### src/rtl/display_scan_ctrl_pkg.sv
// Shared constants, scan state enum and nibble helper for the six-digit
// seven-segment scan controller.
package display_pkg;

  localparam int         NUM_DIGITS = 6;
  localparam logic [7:0] ANODE_OFF  = 8'hFF;

  localparam logic [2:0] SEC_U = 3'd0;
  localparam logic [2:0] SEC_T = 3'd1;
  localparam logic [2:0] MIN_U = 3'd2;
  localparam logic [2:0] MIN_T = 3'd3;
  localparam logic [2:0] HR_U  = 3'd4;
  localparam logic [2:0] HR_T  = 3'd5;

  typedef enum logic {
    BLANK = 1'b0,
    DRIVE = 1'b1
  } scan_state_e;

  function automatic logic [3:0] bcd_nibble(input logic [23:0] t, input logic [2:0] idx);
    logic [3:0] n;
    case (idx)
      SEC_U:   n = t[3:0];
      SEC_T:   n = t[7:4];
      MIN_U:   n = t[11:8];
      MIN_T:   n = t[15:12];
      HR_U:    n = t[19:16];
      HR_T:    n = t[23:20];
      default: n = 4'h0;
    endcase
    return n;
  endfunction

endpackage

### src/rtl/display_scan_ctrl_if.sv
// Display bus: BCD time and blink/zero controls in, digit select/value,
// anode enables and frame pulse out.
interface display_scan_ctrl_if;
  logic [23:0] count;
  logic [5:0]  blink_mask;
  logic        lz_en;
  logic [2:0]  select;
  logic [3:0]  digit;
  logic [7:0]  anode;
  logic        frame_start;

  // master: the scan controller; slave: time source and display board.
  modport master (
    input  count, blink_mask, lz_en,
    output select, digit, anode, frame_start
  );

  modport slave (
    output count, blink_mask, lz_en,
    input  select, digit, anode, frame_start
  );
endinterface

### src/rtl/display_scan_ctrl_scan_prescaler.sv
// Digit-slot counter with wrap tick and BLANK/DRIVE sequencing.
// nxt_state_o is the state the slot will be in after this edge.
module scan_prescaler
  import display_pkg::*;
#(
  parameter int DIV_CYC   = 100000,
  parameter int BLANK_CYC = 1000
) (
  input  logic        clk,
  input  logic        reset_n,
  output logic        wrap_o,
  output scan_state_e nxt_state_o
);

  localparam int               CNT_W     = (DIV_CYC > 1) ? $clog2(DIV_CYC) : 1;
  localparam logic [CNT_W-1:0] CNT_LAST  = CNT_W'(DIV_CYC - 1);
  localparam logic [CNT_W-1:0] BLANK_END = CNT_W'(BLANK_CYC);

  logic [CNT_W-1:0] cnt_q, cnt_d;
  scan_state_e      state_q, state_d;

  assign wrap_o      = (cnt_q == CNT_LAST);
  assign nxt_state_o = state_d;

  always_ff @(posedge clk or negedge reset_n) begin
    if (!reset_n) begin
      cnt_q   <= '0;
      state_q <= BLANK;
    end else begin
      cnt_q   <= cnt_d;
      state_q <= state_d;
    end
  end

  always_comb begin
    cnt_d   = wrap_o ? '0 : cnt_q + CNT_W'(1);
    state_d = state_q;
    case (state_q)
      BLANK:   if (cnt_d == BLANK_END) state_d = DRIVE;
      DRIVE:   if (wrap_o)             state_d = BLANK;
      default: state_d = BLANK;
    endcase
  end

endmodule

### src/rtl/display_scan_ctrl.sv
// Six-digit scan controller: per-frame snapshot of the BCD time, digit select,
// dead-banded active-low anodes, blink and leading-zero suppression.
module display_scan_ctrl
  import display_pkg::*;
#(
  parameter int DIV_CYC      = 100000,
  parameter int BLANK_CYC    = 1000,
  parameter int BLINK_FRAMES = 83
) (
  input  logic                clk,
  input  logic                reset_n,
  display_scan_ctrl_if.master bus
);

  localparam int              FC_W    = (BLINK_FRAMES > 1) ? $clog2(BLINK_FRAMES) : 1;
  localparam logic [FC_W-1:0] FC_LAST = FC_W'(BLINK_FRAMES - 1);

  logic        wrap;
  scan_state_e nxt_state;

  scan_prescaler #(
    .DIV_CYC   (DIV_CYC),
    .BLANK_CYC (BLANK_CYC)
  ) u_prescaler (
    .clk         (clk),
    .reset_n     (reset_n),
    .wrap_o      (wrap),
    .nxt_state_o (nxt_state)
  );

  logic [2:0]      sel_q, sel_d;
  logic [23:0]     snap_q, snap_d;
  logic [FC_W-1:0] fc_q, fc_d;
  logic            phase_q, phase_d;
  logic [7:0]      anode_q, anode_d;
  logic [3:0]      digit_q, digit_d;
  logic            fs_q, fs_d;
  logic            frame_edge;
  logic            suppress;
  logic [7:0]      mask_ext;

  assign bus.select      = sel_q;
  assign bus.digit       = digit_q;
  assign bus.anode       = anode_q;
  assign bus.frame_start = fs_q;

  always_ff @(posedge clk or negedge reset_n) begin
    if (!reset_n) begin
      sel_q   <= SEC_U;
      snap_q  <= '0;
      fc_q    <= '0;
      phase_q <= 1'b0;
      anode_q <= ANODE_OFF;
      digit_q <= 4'h0;
      fs_q    <= 1'b0;
    end else begin
      sel_q   <= sel_d;
      snap_q  <= snap_d;
      fc_q    <= fc_d;
      phase_q <= phase_d;
      anode_q <= anode_d;
      digit_q <= digit_d;
      fs_q    <= fs_d;
    end
  end

  // Outputs are registered from next-state values so select, digit and the
  // anodes all change on the very edge that starts a slot.
  always_comb begin
    frame_edge = wrap && (sel_q == HR_T);

    sel_d = sel_q;
    if (wrap) sel_d = frame_edge ? SEC_U : sel_q + 3'd1;

    snap_d  = frame_edge ? bus.count : snap_q;
    fc_d    = fc_q;
    phase_d = phase_q;
    if (frame_edge) begin
      if (fc_q == FC_LAST) begin
        fc_d    = '0;
        phase_d = ~phase_q;
      end else begin
        fc_d = fc_q + FC_W'(1);
      end
    end

    mask_ext = {2'b00, bus.blink_mask};
    suppress = (mask_ext[sel_d] && phase_d) ||
               (bus.lz_en && (sel_d == HR_T) && (snap_d[23:20] == 4'h0));

    anode_d = ANODE_OFF;
    if ((nxt_state == DRIVE) && !suppress) anode_d = ~(8'h01 << sel_d);

    digit_d = bcd_nibble(snap_d, sel_d);
    fs_d    = frame_edge;
  end

endmodule

### src/flat_wrapper.sv
// flat-port wrapper written by rule: the top's interface ports become plain ports
module display_scan_ctrl_flat import display_pkg::*;
#(
  parameter int DIV_CYC      = 100000,
  parameter int BLANK_CYC    = 1000,
  parameter int BLINK_FRAMES = 83
)
  (clk, reset_n, bus_count, bus_blink_mask, bus_lz_en, bus_select, bus_digit, bus_anode, bus_frame_start);
  display_scan_ctrl_if bus_i ();
  input  logic clk;
  input  logic reset_n;
  input wire logic [$bits(bus_i.count)-1:0] bus_count;
  input wire logic [$bits(bus_i.blink_mask)-1:0] bus_blink_mask;
  input wire logic [$bits(bus_i.lz_en)-1:0] bus_lz_en;
  output wire logic [$bits(bus_i.select)-1:0] bus_select;
  output wire logic [$bits(bus_i.digit)-1:0] bus_digit;
  output wire logic [$bits(bus_i.anode)-1:0] bus_anode;
  output wire logic [$bits(bus_i.frame_start)-1:0] bus_frame_start;
  assign bus_i.count = bus_count;
  assign bus_i.blink_mask = bus_blink_mask;
  assign bus_i.lz_en = bus_lz_en;
  assign bus_select = bus_i.select;
  assign bus_digit = bus_i.digit;
  assign bus_anode = bus_i.anode;
  assign bus_frame_start = bus_i.frame_start;
  display_scan_ctrl #(.DIV_CYC(DIV_CYC), .BLANK_CYC(BLANK_CYC), .BLINK_FRAMES(BLINK_FRAMES)) u_core (.clk(clk), .reset_n(reset_n), .bus(bus_i));
endmodule
### config.mk
export PLATFORM = sky130hd
export DESIGN_NAME = display_scan_ctrl_flat
export DESIGN_NICKNAME = d
export VERILOG_FILES = /design/src/rtl/display_scan_ctrl_pkg.sv /design/src/rtl/display_scan_ctrl_if.sv /design/src/rtl/display_scan_ctrl_scan_prescaler.sv /design/src/rtl/display_scan_ctrl.sv /design/src/flat_wrapper.sv
export SDC_FILE = /design/constraint.sdc
export NUM_CORES = 1
export LEC_CHECK = 0
export BUFFER_PORTS_ARGS = -buffer_cell sky130_fd_sc_hd__buf_2
export CAP_MARGIN = 10
export CORE_MARGIN = 3
export CORE_UTILIZATION = 45
export CTS_CLUSTER_DIAMETER = 60
export CTS_CLUSTER_SIZE = 30
export DETAILED_ROUTE_END_ITERATION = 6
export PLACE_DENSITY_LB_ADDON = 0.08
export SYNTH_ARGS = -nofsm -noshare
export SYNTH_HDL_FRONTEND = slang
export SYNTH_SLANG_ARGS = --single-unit
### constraint.sdc
create_clock -name clk -period 3.5 [get_ports clk]
set_input_delay 0.7 -clock clk [delete_from_list [all_inputs] [get_ports clk]]
set_output_delay 0.7 -clock clk [all_outputs]
set_load 0.02 [all_outputs]
# Yosys cells after proc, flatten, opt, wreduce, memory -nomap -nowiden

Index checks and enable logic that the tools add are counted.

Bits in read-only memories: 0
Bits in latches: 0
Flip-flop bits (word level): 66
Bits of input ports: 33
Memory bits (writable): 0
Memories kept: 0
Output and inout port bits: 16
Word-level logic and storage cells: 49

Shift operators: 1
Add/sub/neg operators: 3
Multiplexer cells: 14
Bitwise operators: 3
Magnitude comparators: 1
Divide/modulo/power cells: 0
Multiply operators: 0
Equality and inequality tests: 9
Reductions and logical operators: 9

Operators with widths:

| cell                  | number |
|---|---|
| $mux 24               | 1 |
| $pmux 4 s6            | 1 |
| $add 17x1->17 const B | 1 |
| $eq 17x10->1 const B  | 1 |
| $eq 17x17->1 const B  | 1 |
| $mux 17               | 1 |
| $eq 3x3->1 const B    | 3 |
| $mux 8                | 1 |
| $not 8->8             | 1 |
| $shl 1x3->8 const A   | 1 |
| $add 7x1->7 const B   | 1 |
| $eq 7x7->1 const B    | 1 |
| $mux 7                | 1 |
| $eq 3x2->1 const B    | 2 |
| $mux 3                | 2 |
| $logic_and 1x1->1     | 5 |
| $mux 1                | 5 |
| $logic_not 4->1       | 1 |
| $lt 3x4->1 const B    | 1 |
| $add 3x1->3 const B   | 1 |
| $bmux 1 s3            | 1 |
| $eq 3x1->1 const B    | 1 |
| $logic_not 3->1       | 1 |
| $not 1->1             | 2 |
| 3 further kinds       | 3 |

# Longest topological paths before layout

Depth in word-level cells: 11
Gate-level depth with buffers: 9
Depth with buffers taken out: 9

# By module

From an unflattened synthesis, not the netlist that was laid out.

Cells, all modules: 330
Area, all modules: 3,335.7 sq um

By module, submodules not included:

| module            | cells each | instances | area an instance (sq um) |
|---|---|---|---|
| display_scan_ctrl | 230        | 1         | 2,309.7 |
| scan_prescaler    | 100        | 1         | 1,026.0 |

# Worst setup path after synthesis

No wires, ideal clock.

Kind: register to register
From: register u_core.u_prescaler.cnt_q[13]
To: register u_core.digit_q[2], in the netlist u_core.bus.digit[2]
Data arrival time: 2.617 ns
Period minus slack after synthesis: 2.752 ns
Setup slack: 0.748 ns
Path buffers: 2
Stages on the path, launching flop included: 10
Library setup time: 0.136 ns
Required time: 3.364 ns
Cells stage by stage: dfrtp_1 buf_6 or4b_4 or4_4 nor2_8 buf_6 mux2_1 mux2_1 nand2_1 o211ai_1

Elaborated cells on any way between the ends: 12

RTL lines:

| what                        | RTL line                               | source |
|---|---|---|
| start, declared             | display_scan_ctrl_scan_prescaler.sv:19 | `logic [CNT_W-1:0] cnt_q, cnt_d;` |
| start signal, assigned      | display_scan_ctrl_scan_prescaler.sv:30 | `cnt_q <= cnt_d;` |
| $eq 17x17->1                | display_scan_ctrl_scan_prescaler.sv:22 | `assign wrap_o = (cnt_q == CNT_LAST);` |
| $logic_and 1x1->1           | display_scan_ctrl.sv:70                | `frame_edge = wrap && (sel_q == HR_T);` |
| $mux 24                     | display_scan_ctrl.sv:75                | `snap_d = frame_edge ? bus.count : snap_q;` |
| named net u_core.snap_d[18] | display_scan_ctrl.sv:32                | `logic [23:0] snap_q, snap_d;` |
| $pmux 4 s6                  | display_scan_ctrl_pkg.sv:22            | `case (idx)` |
| named net u_core.digit_d[2] | display_scan_ctrl.sv:36                | `logic [3:0] digit_q, digit_d;` |
| end signal, assigned        | display_scan_ctrl.sv:62                | `digit_q <= digit_d;` |
| end, declared               | display_scan_ctrl.sv:36                |  |

The timed path passes the listed nets, and every way through them passes these cells.
A chain may end at the register's enable or synchronous reset.

# Worst setup path in the final report

From: register u_core.u_prescaler.cnt_q[0]
To: register u_core.anode_q[5], in the netlist u_core.bus.anode[5]

Word-level cells in the longest chain between the ends: 11
Elaborated cells on any way between the ends: 25

RTL lines:

| what                                                   | RTL line                | source |
|---|---|---|
| branches (longest 10 deep; another with $add 17x1->17) | --                      |  |
| $mux 8 *                                               | display_scan_ctrl.sv:92 | `if ((nxt_state == DRIVE) && !suppress) anode_d = ~(8'h01 << sel_d);` |
| named net u_core.anode_d[5]                            | display_scan_ctrl.sv:35 | `logic [7:0] anode_q, anode_d;` |
| end signal, assigned                                   | display_scan_ctrl.sv:61 | `anode_q <= anode_d;` |
| end, declared                                          | display_scan_ctrl.sv:35 |  |

Mark *: on every way through the listed nets, which the timed path passes. The select of a mux whose other input is x is not followed.

==> out/qor_table.md <==
| Result | This run | Unit |
|---|---|---|
| Maximum fanout encountered on the critical timing path | 16 | - |
| Hold-fix buffers at CTS | 0 | - |
| Count of input and output buffers | 48 | - |
| Dominant synthesized flop cell | sky130_fd_sc_hd__dfrtp_1 | - |
| Launching element of the worst setup path | u_core.u_prescaler.cnt_q[0]$_DFF_PN0_ | - |
| Critical path class | flop to flop | - |
| Share of final-layout standard cells stronger than drive strength 1 | 0.267 | - |
| Sum of negative setup slack | 0 | ps |
| Max transition margin | 0.375 | - |
| Synth Register Bits | 66 | - |
| Share of the synthesized area in the top cell type | 0.424 | - |
| Class of the tightest hold or removal check | input pin to asynchronous set/reset pin | - |
| Count of yosys warnings during synthesis | 0 | - |
| Floorplan die height | 93.2 | um |
| Pin count of the biggest net entering global routing | 56 | - |
| Share of async-settable or async-resettable flops after synthesis | 1.00 | - |
| Final hold vios | 0 | - |
| Worst-skew pair later-pin latency | 350 | ps |
| Starting density of the core | 0.467 | - |
| Site row count | 31 | - |
| Time the final worst path needs with I/O delays and setup | 2920 | ps |
| Growth of design area from synthesis to finish | 16.9 | % |
| Layout Skew | 10.8 | ps |
| Overall power | 1.67 | mW |
| Cell Pwr Density | 418 | nW/um^2 |
| Layout Utilization | 0.546 | - |
| Worst path max stage delay | 690 | ps |
| Max Freq | 342 | MHz |
| Slew at the pin closest to its max-slew limit | 928 | ps |
| Number of pins with negative max-slew slack in the final report | 0 | - |
| Unrepaired setup endpoints after global routing | false | - |
| Number of buffers inserted to repair setup after CTS | 0 | - |
| Number of cells on the worst reg-to-reg path | 9 | - |
| Register-to-register setup slack | 580 | ps |
| Standby leakage power | 1.87 | nW |
| Buffers from clock root to sink, at most | 2 | - |
| Die area | 8690 | sq um |
| Count of final setup violators | 0 | - |
| Cell at the root of the clock tree | sky130_fd_sc_hd__clkbuf_8 | - |
| Count of unique library cells instantiated by Yosys | 60 | - |
| TritonCTS sink count | 66 | - |
| Element type at the critical path end | flop | - |
| Final antenna diode count | 0 | - |
| Launch instance of the worst register-to-register path | u_core.u_prescaler.cnt_q[0]$_DFF_PN0_ | - |
| Wire length of the first global-routing pass | 13.0 | mm |
| Count of maximum capacitance violations | 0 | - |
| Num CTS Buffers | 9 | - |
| Worst vdd ir | 0.232 | mV |
| Number of nets with antenna violations after routing | 0 | - |
| Worst setup slack after layout | 579 | ps |
| TritonCTS clock tree | yes | - |
| GR met3 Demand/Resource | 0.0555 | - |
| Share of synthesized area occupied by flip-flops and latches | 0.485 | - |
| Cell-by-cell trace of the critical path | ha_1, nand4_1, or4_4, nor2_8, buf_4, nor3_1, o2111a_1, nor4_1, nand3_1 | - |
| Deepest level of the CTS H-tree | 3 | - |
| Initial antenna violation count | 0 | - |
| Met1 Track Usage GR | 0.251 | - |
| Post-Synthesis Cells | 333 | - |
| Met2 capacity usage during global routing | 0.310 | - |
| Capture instance of the worst register-to-register path | u_core.bus.anode[5]$_DFF_PN1_ | - |
| Number of global-route vias before repair | 2631 | - |
| Number of DRC markers after the initial detailed-route iteration | 142 | - |
| Residual DRC count | 0 | - |
| Final worst hold slack | 237 | ps |
| Final Cycle Share | 0.835 | - |
| Status | complete, no violations | - |
| Final net count | 419 | - |
| Hpwl dp | 5.57 | mm |
| Average vias per placed instance | 5.43 | - |
| Count of TritonRoute iterations in the first routing pass | 4 | - |
| WP buf/inv | 1 | - |
| Global routing's busiest layer | met2 | - |
| Post-Place Setup Slack | 539 | ps |
| Grt total ovfl | 0 | - |
| Die Span X | 93.2 | um |
| Area of the mapped netlist | 3420 | sq um |
| Critical-path top delay cell | sky130_fd_sc_hd__or4_4 | - |
| Post-synth top cells | sky130_fd_sc_hd__dfrtp_1 (58), sky130_fd_sc_hd__nand2_1 (51), sky130_fd_sc_hd__nor2_1 (20), sky130_fd_sc_hd__nand3_1 (17), sky130_fd_sc_hd__o21ai_0 (17) | - |
| Largest delay share family, worst path | simple AND/OR/NAND/NOR gates | - |
| Routability cong. | 0.877 | - |
| Number of resized instances in the post-cts repair step | 0 | - |
| CTS clock-pin slew for the worst setup and hold paths | 80 | ps |
| IO Pins | 49 | - |
| Total via count in the routed design | 2635 | - |
| EDFF count, synth | 0 | - |
| Startpoint type of the worst setup path | flop | - |
| Core ar. | 7330 | sq um |
| Critical Path AT | 3170 | ps |
| Syn Nets | 371 | - |
| Gr usage total | 0.193 | - |
| Syn_area_per_cell | 10.3 | sq um |
| Crit path depth | 9 | - |
| Area leader, netlist | sky130_fd_sc_hd__dfrtp_1 | - |
| Top-count cell post-synth | sky130_fd_sc_hd__dfrtp_1 | - |
| Final routed wire length divided by cell count | 16.0 | um |
| Cell types with the largest area share after synthesis | sky130_fd_sc_hd__dfrtp_1 (42%), sky130_fd_sc_hd__dfstp_2 (6.1%), sky130_fd_sc_hd__nand2_1 (5.6%) | - |
| CP required | 3750 | ps |
| Sum of routed wire length over all layers | 7.76 | mm |
==> routing by layer <==
metal / part of all wire / vias up
met5: 0 / -
met4: 0.015 / 0
met3: 0.052 / 11
met2: 0.50 / 76
met1: 0.43 / 1274
li1: - / 1274
==> worst max-delay path by stage <==
stage / slack (ps) / to
6_report: 580 / u_core.bus.anode[5]$_DFF_PN1_
5_1_grt: 370 / u_core.bus.anode[0]$_DFF_PN1_
4_1_cts: 540 / u_core.bus.digit[2]$_DFF_PN0_
3_5_place_dp: 540 / u_core.bus.digit[2]$_DFF_PN0_
3_3_place_gp: 600 / u_core.bus.digit[2]$_DFF_PN0_
2_1_floorplan: 750 / u_core.bus.digit[2]$_DFF_PN0_
==> flip-flops by register name, summed over array words and instances, names as in the netlist <==
| name | count |
|---|---|
| u_core.snap_q | 24 |
| u_core.u_prescaler.cnt_q | 17 |
| u_core.bus.anode | 8 |
| u_core.fc_q | 7 |
| u_core.bus.digit | 4 |
| u_core.bus.select | 3 |
| u_core.bus.frame_start | 1 |
| u_core.phase_q | 1 |
| u_core.u_prescaler.state_q | 1 |
==> layout by cell type (no fill, tap or decap), types with 6 or more instances in the layout <==
cell type and n:
sky130_fd_sc_hd__nand3_1 17, sky130_fd_sc_hd__clkbuf_8 9, sky130_fd_sc_hd__dfrtp_1 58, sky130_fd_sc_hd__nand4_1 15, sky130_fd_sc_hd__xor2_1 6, sky130_fd_sc_hd__mux2_2 10, sky130_fd_sc_hd__o21ai_0 17, sky130_fd_sc_hd__nor3_1 10
sky130_fd_sc_hd__buf_2 48, sky130_fd_sc_hd__dfstp_2 8, sky130_fd_sc_hd__buf_4 8, sky130_fd_sc_hd__mux2i_1 12, sky130_fd_sc_hd__xnor2_1 13, sky130_fd_sc_hd__nand2_1 51, sky130_fd_sc_hd__nor2_1 20, sky130_fd_sc_hd__inv_1 6
==> worst reg2reg max path, cell delays in order, from the launching register on <==
cell	delay, ps
sky130_fd_sc_hd__dfrtp_1	400
sky130_fd_sc_hd__ha_1	270
sky130_fd_sc_hd__nand4_1	360
sky130_fd_sc_hd__or4_4	690
sky130_fd_sc_hd__nor2_8	190
sky130_fd_sc_hd__buf_4	270
sky130_fd_sc_hd__nor3_1	70
sky130_fd_sc_hd__o2111a_1	250
sky130_fd_sc_hd__nor4_1	210
sky130_fd_sc_hd__nand3_1	110
==> layout make-up <==
type,count,area [sq um]
fill,649,3330
inverter,7,26.3
timing repair buffer,56,300
multi-input combinational,241,1630
sequential,66,1660
tap,99,124
clock buffer,10,128
clock inverter,6,138
==> cells by family after synthesis <==
group / Yosys count / share of synthesized area
xor+xnor: 20 / 0.0566
buf+inv: 26 / 0.0402
flops: 66 / 0.485
simple gates: 148 / 0.233
mux: 27 / 0.0844
fa+ha+maj: 5 / 0.0183
compound gates: 41 / 0.0822
==> metrics by stage <==
step | area (sq um) | cells
after CTS | 4000 | 485
after global placement | 3740 | 469
after global routing | 4000 | 485
after detailed placement | 3740 | 469
final | 4000 | 485
after floorplan | 3420 | 333
==> report_power, final <==
part	switching, mW	internal (mW)
clock network	0.306	0.549
registers	0.00156	0.767
logic	0.0277	0.0192
total	0.335	1.34
No activity file was read; power rests on OpenSTA's default activity.
